$ cat src/rtl/cla_pkg.sv
// Shared constants, types and helpers for the pipelined carry-lookahead adder.
package cla_pkg;

    localparam int unsigned CLA_BLK = 4;

    typedef struct packed {
        logic g;
        logic p;
    } cla_gp_t;

    function automatic int unsigned cla_nblk(input int unsigned width);
        return width / CLA_BLK;
    endfunction

    // Legal operand widths: whole 4-bit blocks, 4..64 bits.
    function automatic bit cla_width_ok(input int unsigned width);
        return ((width % CLA_BLK) == 0) && (width >= 4) && (width <= 64);
    endfunction

endpackage

$ cat src/rtl/cla_lookahead4.sv
// 4-bit lookahead carry unit: bit carries plus group generate/propagate.
module cla_lookahead4 (
    input  logic [3:0] g,
    input  logic [3:0] p,
    input  logic       cin,
    output logic [4:1] c_c,
    output logic       g_grp_c,
    output logic       p_grp_c
);

    assign c_c[1] = g[0] | (p[0] & cin);
    assign c_c[2] = g[1] | (p[1] & g[0]) | (p[1] & p[0] & cin);
    assign c_c[3] = g[2] | (p[2] & g[1]) | (p[2] & p[1] & g[0])
                  | (p[2] & p[1] & p[0] & cin);
    assign c_c[4] = g_grp_c | (p_grp_c & cin);

    assign g_grp_c = g[3] | (p[3] & g[2]) | (p[3] & p[2] & g[1])
                   | (p[3] & p[2] & p[1] & g[0]);
    assign p_grp_c = &p;

endmodule

$ cat src/rtl/cla_adder_pipe.sv
// Two-stage pipelined carry-lookahead adder/subtractor with valid/ready on both sides.
// Define CLA_PIPE_OVF_EN to add the registered signed-overflow output out_ovf.
module cla_adder_pipe
    import cla_pkg::*;
#(
    parameter int unsigned WIDTH = 16
) (
    input  logic             clk,
    input  logic             rst_n,
    input  logic             in_valid,
    output logic             in_ready,
    input  logic [WIDTH-1:0] in_a,
    input  logic [WIDTH-1:0] in_b,
    input  logic             in_cin,
    input  logic             in_sub,
    output logic             out_valid,
    input  logic             out_ready,
    output logic [WIDTH-1:0] out_sum,
`ifdef CLA_PIPE_OVF_EN
    output logic             out_ovf,
`endif
    output logic             out_cout
);

    localparam int unsigned NBLK = cla_nblk(WIDTH);

    if (!cla_width_ok(WIDTH)) begin : g_width_chk
        $error("cla_adder_pipe: WIDTH must be a multiple of 4 in 4..64");
    end

    logic                  s1_valid;
    logic [WIDTH-1:0]      s1_p;
    logic [WIDTH-1:0]      s1_g;
    cla_gp_t [NBLK-1:0]    s1_grp;
    logic                  s1_c0;

    logic                  s2_load_c;
    logic                  s1_load_c;

    // Stage 2 takes a beat when empty or draining; stage 1 advances with it.
    assign s2_load_c = !out_valid || out_ready;
    assign in_ready  = !s1_valid || s2_load_c;
    assign s1_load_c = in_valid && in_ready;

    logic [WIDTH-1:0]      b_mod_c;
    logic [WIDTH-1:0]      p_c;
    logic [WIDTH-1:0]      g_c;
    logic                  c0_c;
    cla_gp_t [NBLK-1:0]    grp_c;

    assign b_mod_c = in_sub ? ~in_b : in_b;
    assign c0_c    = in_sub | in_cin;
    assign p_c     = in_a ^ b_mod_c;
    assign g_c     = in_a & b_mod_c;

    // First level: per-block group generate/propagate.
    for (genvar k = 0; k < NBLK; k++) begin : g_s1_blk
        logic [4:1] unused_c;
        cla_lookahead4 u_la (
            .g       (g_c[CLA_BLK*k +: CLA_BLK]),
            .p       (p_c[CLA_BLK*k +: CLA_BLK]),
            .cin     (1'b0),
            .c_c     (unused_c),
            .g_grp_c (grp_c[k].g),
            .p_grp_c (grp_c[k].p)
        );
    end

    always_ff @(posedge clk or negedge rst_n) begin
        if (!rst_n) begin
            s1_valid <= 1'b0;
            s1_p     <= '0;
            s1_g     <= '0;
            s1_grp   <= '0;
            s1_c0    <= 1'b0;
        end else begin
            if (s1_load_c) begin
                s1_p   <= p_c;
                s1_g   <= g_c;
                s1_grp <= grp_c;
                s1_c0  <= c0_c;
            end
            if (s1_load_c) begin
                s1_valid <= 1'b1;
            end else if (s2_load_c) begin
                s1_valid <= 1'b0;
            end
        end
    end

    // Second level: each block carry as a flat sum of products of G/P and c0.
    logic [NBLK:0] blk_c_c;

    always_comb begin
        logic acc;
        logic term;
        acc        = 1'b0;
        term       = 1'b0;
        blk_c_c    = '0;
        blk_c_c[0] = s1_c0;
        for (int k = 0; k < int'(NBLK); k++) begin
            acc = s1_c0;
            for (int m = 0; m <= k; m++) begin
                acc = acc & s1_grp[m].p;
            end
            for (int j = 0; j <= k; j++) begin
                term = s1_grp[j].g;
                for (int m = j + 1; m <= k; m++) begin
                    term = term & s1_grp[m].p;
                end
                acc = acc | term;
            end
            blk_c_c[k+1] = acc;
        end
    end

    logic [WIDTH:0]   carry_c;
    logic [WIDTH-1:0] sum_c;

    assign carry_c[WIDTH] = blk_c_c[NBLK];

    for (genvar k = 0; k < NBLK; k++) begin : g_s2_blk
        logic [4:1] blk_bit_c;
        logic       unused_c4;
        logic       unused_g;
        logic       unused_p;
        cla_lookahead4 u_la (
            .g       (s1_g[CLA_BLK*k +: CLA_BLK]),
            .p       (s1_p[CLA_BLK*k +: CLA_BLK]),
            .cin     (blk_c_c[k]),
            .c_c     (blk_bit_c),
            .g_grp_c (unused_g),
            .p_grp_c (unused_p)
        );
        assign carry_c[CLA_BLK*k]          = blk_c_c[k];
        assign carry_c[CLA_BLK*k + 1 +: 3] = blk_bit_c[3:1];
        assign unused_c4                   = blk_bit_c[4];
    end

    assign sum_c = s1_p ^ carry_c[WIDTH-1:0];

    always_ff @(posedge clk or negedge rst_n) begin
        if (!rst_n) begin
            out_valid <= 1'b0;
            out_sum   <= '0;
            out_cout  <= 1'b0;
`ifdef CLA_PIPE_OVF_EN
            out_ovf   <= 1'b0;
`endif
        end else if (s2_load_c) begin
            out_valid <= s1_valid;
            if (s1_valid) begin
                out_sum  <= sum_c;
                out_cout <= carry_c[WIDTH];
`ifdef CLA_PIPE_OVF_EN
                out_ovf  <= carry_c[WIDTH-1] ^ carry_c[WIDTH];
`endif
            end
        end
    end

endmodule
$ cat config.mk
export PLATFORM = sky130hd
export DESIGN_NAME = cla_adder_pipe
export DESIGN_NICKNAME = d
export VERILOG_FILES = /design/src/rtl/cla_pkg.sv /design/src/rtl/cla_lookahead4.sv /design/src/rtl/cla_adder_pipe.sv
export SDC_FILE = /design/constraint.sdc
export NUM_CORES = 1
export LEC_CHECK = 0
export BUFFER_PORTS_ARGS = -buffer_cell sky130_fd_sc_hd__buf_2
export CAP_MARGIN = 20
export CORE_UTILIZATION = 50
export DETAILED_ROUTE_END_ITERATION = 8
export PLACE_DENSITY = 0.78
export SYNTH_ARGS = -nofsm -noshare
export SYNTH_HDL_FRONTEND = slang
export SYNTH_SLANG_ARGS = --single-unit
$ cat constraint.sdc
create_clock -name clk -period 1.4 [get_ports clk]
set_input_delay 0.14 -clock clk [delete_from_list [all_inputs] [get_ports clk]]
set_output_delay 0.14 -clock clk [all_outputs]
set_load 0.03 [all_outputs]
==> results_dict.tcl, run 1 <==
set metrics [dict create \
    status "finished, violations left" \
    violations "negative setup slack" \
    maxCapViolations 0 \
    cts-buffers-inserted 5 \
    period_minus_slack_ns 1.53 \
    io_pins 57 \
    ys_ff_latch 56 \
    cp.required_ns 1.66 \
    drt-total-wl_um 6720 \
    drv_slew 0 \
    vias_per_cell 5.48 \
    final_cell_mix "buf_2, dfrtp_1, nand2_1" \
    cts.sinks 56 \
    ant_nets 0 \
    min_path_type "primary input to flop" \
    rr_worst_depth 5 \
    grt_first_pass_wirelength_um 10800 \
    nFillCells 436 \
    finClkSkew_ns 0.0120 \
    p_per_area_nw_per_um2 1440 \
    regArea_um2 1400 \
    worstSetupPathType "flop to flop" \
    syn_inst 267 \
    antenna_found_initial 0 \
    root_buffer "clkbuf_8" \
    fin_total_pwr_mw 5.50 \
    timing.rr.end "out_sum[14]" \
    ys_warn_count 0 \
    drc_errors 0 \
    clkTransAtPathRegs_ns 0.11 \
    ir_drop_v 0.000837 \
    initialDrtViolationCount 67 \
    die-area_um2 6260 \
    setup_viol 34 \
    die_h_um 79.1 \
    grt_start_max_net_pins 44 \
    gp_congestion 0.792 \
    port_buffers 56 \
    crit_path_max_fanout 4 \
    row_count 27 \
    synth_edf_count 0 \
    dp_hpwl_um 4800 \
    ctsHtreeMaxLevel 2 \
    max_freq_mhz 655 \
    start_util_pct 53.0 \
    timing.rr.start "s1_grp[2]" \
    antenna_cells 0 \
    overflow 0 \
    drive_above_1_share_pct 43.1 \
    yosysUniqueCellTypes 41 \
    seq_area_frac_synth_pct 47.1 \
    final_nets 412 \
    syn_area_um2 2970 \
    startpoint_type "flop" \
    synthArstFlopShare_pct 100 \
    max_slew.worst_pin.slew_ns 0.346 \
    leakage_nw 1.91 \
    multiInputGateArea_um2 1630 \
    synth-main-ff-cell "dfrtp_1" \
    die_w_um 79.1 \
    worstSkewPairLatency_ns 0.32 \
    drtPass1Iterations 4 \
    fin_ws_ns -0.126 \
    cp-endpoint "out_sum[14]" \
    cp.arrival_ns 1.78 \
    crit_start "s1_grp[2]" \
    cts_buffer_depth 2 \
    vias 2339 \
    tritoncts "built" \
    syn_nets 325 \
    setup_tns_ns -2.67 \
    core-area_um2 5610 \
    grt_pass1_vias 2330 \
    wire_per_inst_um 15.7 \
    area_growth_pct 28.7 \
    rsz0062_at_grt "yes" \
    avgSynthCellArea_um2 11.1 \
    grt_usage_pct 22.5 \
    slew_headroom_pct 76.9 \
    pre_cts_ws_ns -0.282 \
    end_kind "flop" \
    r2r_setup_slack_ns -0.13 \
    hold_viol_final 0 \
    finalCritPeriodShare_pct 109 \
]
-- metrics by stage --
stage               util, %  instances  hold WS [ns]  area, um2
floorplan                 -        267        -0.156       3030
global placement       63.4        412        0.0606       3550
detailed placement     63.4        412        0.0700       3550
CTS                    66.5        424        0.0587       3730
global route           68.3        427        0.0645       3830
finish                 68.3        427        0.0589       3830
-- cell families after synthesis --
| group | after synthesis | synth area share, % |
|---|---|---|
| compound gates | 59 | 13.0 |
| xor+xnor | 21 | 6.18 |
| fa+ha+maj | 20 | 8.41 |
| buf+inv | 17 | 2.95 |
| flops | 56 | 47.1 |
| mux | 31 | 11.6 |
| simple gates | 63 | 10.7 |
-- worst max-delay path: stages (launching register included) --
cell	delay, ns
dfrtp_1	0.44
o21ai_2	0.10
o21ba_2	0.24
buf_4	0.13
or4_1	0.46
nand3_1	0.09
-- layout make-up --
class,count,area share (%)
Timing Repair Buffer,89,15.4
Multi-Input combinational cell,195,42.5
Clock inverter,2,0.262
Clock buffer,6,2.16
Inverter,7,0.686
Sequential cell,56,36.6
Tap cell,72,2.35
-- Yosys cell counts (2+ instances only) --
master	count	area, um2
or4_1	3	22.5
dfrtp_1	56	1400
xor2_1	20	175
nand3_1	4	20.0
buf_4	3	22.5
nor3_1	2	10.0
o2111ai_1	3	26.3
nor2b_1	2	12.5
inv_1	7	26.3
nor2_1	8	30.0
buf_2	4	20.0
a21o_1	12	90.1
nand2_1	30	113
mux2i_1	3	30.0
a211oi_1	3	22.5
clkbuf_1	2	7.51
ha_1	20	250
mux2_2	28	315
a21oi_1	10	50.1
o21ai_1	2	10.0
o21ai_0	20	100
o21a_1	2	15.0
nand4_1	5	31.3
-- timing repair --
item                       4_1_cts  5_1_grt
setup buffers                    3        2
setup endpoints to repair       36       43
hold buffers                     1        0
pin swaps                       12       12
gates cloned                     0        1
resized for setup               12       19
hold endpoints to repair        13        0
-- power breakdown --
| group | internal [mW] | switching [mW] | leakage (nW) | total [mW] |
|---|---|---|---|---|
| combinational | 0.977 | 1.23 | 1.17 | 2.21 |
| sequential | 2.02 | 0.339 | 0.687 | 2.36 |
| clock | 0.397 | 0.539 | 0.0510 | 0.936 |
-- flip-flops by register name, indices dropped and copies added (netlist names) --
register and cells:
out_sum 16, out_cout 1, s1_p 16, s1_valid 1
s1_grp 8, s1_g 12, out_valid 1, s1_c0 1
-- how the worst min path moves through the flow --
stage          slack, ns         end     start  cells after the start
6_report            0.06    s1_valid  in_valid                      2
5_1_grt             0.06    s1_valid  in_valid                      2
4_1_cts             0.06    s1_valid  in_valid                      2
3_5_place_dp        0.07  out_sum[6]     rst_n                      1
3_3_place_gp        0.06  out_sum[6]     rst_n                      1
2_1_floorplan      -0.16    out_cout     rst_n                      0
-- metal layers --
layer	GRT usage (%)	wire, um	up-vias
met5	0	0	-
met4	7.82	96	0
met3	4.02	347	10
met2	39.1	3390	66
met1	28.0	2880	1143
li1	-	-	1120
Note: power is estimated with default switching activity, not from simulation.
==> run 2: changes to the inputs <==
--- a/config.mk
+++ b/config.mk
@@ -7,6 +7,7 @@
 export LEC_CHECK = 0
 export BUFFER_PORTS_ARGS = -buffer_cell sky130_fd_sc_hd__buf_2
 export CAP_MARGIN = 20
+export CORE_MARGIN = 2
 export CORE_UTILIZATION = 50
 export DETAILED_ROUTE_END_ITERATION = 8
 export PLACE_DENSITY = 0.78
==> results_dict.tcl, run 2 (synthesis results as in run 1) <==
set metrics [dict create \
    cp.arrival_ns 1.83 \
    drive_above_1_share_pct 44.1 \
    period_minus_slack_ns 1.62 \
    leakage_nw 1.94 \
    drv_slew 0 \
    pre_cts_ws_ns -0.238 \
    violations "negative setup slack" \
    grt_usage_pct 21.4 \
    antenna_cells 0 \
    port_buffers 56 \
    ir_drop_v 0.000805 \
    setup_viol 13 \
    layout_commonest_cell "buf_2" \
    worstSkewPairLatency_ns 0.31 \
    row_count 28 \
    reg.largest.list "out_sum: 16 flops, s1_p: 16 flops, s1_g: 12 flops" \
    overflow 0 \
    root_buffer "clkbuf_8" \
    setup_tns_ns -1.44 \
    initialDrtViolationCount 149 \
    die_w_um 81.1 \
    worstSetupPathType "flop to flop" \
    grt_pass1_vias 2270 \
    fin_ws_ns -0.215 \
    hold_viol_final 0 \
    max_slew.worst_pin.slew_ns 0.478 \
    rsz0062_at_grt "yes" \
    cts.sinks 56 \
    core-area_um2 5850 \
    ctsHtreeMaxLevel 2 \
    clkTransAtPathRegs_ns 0.10 \
    end_kind "flop" \
    gp_congestion 0.825 \
    max_freq_mhz 619 \
    vias 2364 \
    finalCritPeriodShare_pct 115 \
    maxCapViolations 0 \
    io_pins 57 \
    min_path_type "primary input to flop" \
    p_per_area_nw_per_um2 1420 \
    area_growth_pct 31.4 \
    startpoint_type "flop" \
    drtPass1Iterations 4 \
    grt_first_pass_wirelength_um 10500 \
    ant_nets 0 \
    final_nets 420 \
    start_util_pct 50.8 \
    die_h_um 81.1 \
    antenna_found_initial 0 \
    grt_start_max_net_pins 22 \
    final_cell_mix "buf_2, dfrtp_1, buf_4" \
    tritoncts "built" \
    vias_per_cell 5.40 \
    dp_hpwl_um 5080 \
    drt-total-wl_um 7060 \
    crit_path_max_fanout 3 \
    status "finished, violations left" \
    drc_errors 0 \
    finClkSkew_ns 0.00799 \
    slew_headroom_pct 68.1 \
    cp.required_ns 1.61 \
    die-area_um2 6580 \
    wire_per_inst_um 16.1 \
    cts-buffers-inserted 5 \
    cts_buffer_depth 2 \
]
## run 2: cell types whose count changed in the layout (fill, tap and decap cells not counted), moves of 2 or more
cell      before  now
buf_6          2    4
clkbuf_1       0    2
nand3_1        2    4
nand2_1       29   27
nand3_2        2    0
buf_4         26   33
clkinv_2       2    0
nand2_2        1    3
## run 2: final cells by class
cell class	instances	area (um2)
well taps	75	93.8
fillers	444	1940
flip-flops and latches	56	1400
clock buffers	8	90.1
inverters	7	28.8
multi-input cells	195	1630
repair buffers	97	658
## run 2: worst paths after layout
check,to,slack (ns),start,cells past startpoint
hold / removal,s1_valid,0.06,in_valid,2
setup / recovery,out_sum[9],-0.22,s1_grp[0],7
max in group asynchronous,s1_grp[7],0.61,rst_n,3
min in group asynchronous,s1_p[3],0.32,rst_n,2
setup reg to reg,out_sum[9],-0.22,s1_grp[0],7
hold reg to reg,out_sum[4],0.48,out_sum[4],2
## run 2: metal layers
layer | global-route usage, % | up-vias | routed length [um]
met2 | 37.4 | 52 | 3750
li1 | - | 1146 | -
met1 | 26.8 | 1158 | 3000
met5 | 0 | - | 0
met3 | 3.44 | 8 | 224
met4 | 7.46 | 0 | 84
## run 2: power by group
group | switching [mW] | internal (mW)
Combinational | 1.26 | 1.01
Sequential | 0.350 | 2.03
Clock | 0.515 | 0.405
## run 2: worst max-delay path: stages (launching register included)
cell and delay (ns):
dfrtp_1 0.44, buf_6 0.14, a21o_1 0.20, a21o_1 0.23, ha_4 0.17, nor2_4 0.09
xor2_2 0.17, o21ai_1 0.08
## run 2: metrics by stage
step / area [um2] / hold WS, ns / total power, mW / utilization [%] / cells
6_report: 3910 / 0.0608 / 5.56 / 66.8 / 438
5_1_grt: 3910 / 0.0741 / 5.88 / 66.8 / 438
4_1_cts: 3800 / 0.0611 / 5.44 / 65.0 / 434
3_5_place_dp: 3620 / 0.124 / 4.39 / 61.8 / 423
3_3_place_gp: 3620 / 0.115 / 4.29 / 61.8 / 423
2_1_floorplan: 3030 / -0.156 / 3.64 / - / 267
## run 2: timing repair
item	CTS	global route
buffers inserted	2	3
hold endpoints to repair	16	0
setup endpoints to repair	12	16
pin swaps	17	15
hold buffers	1	0
cloned	0	1
resized for setup	20	19
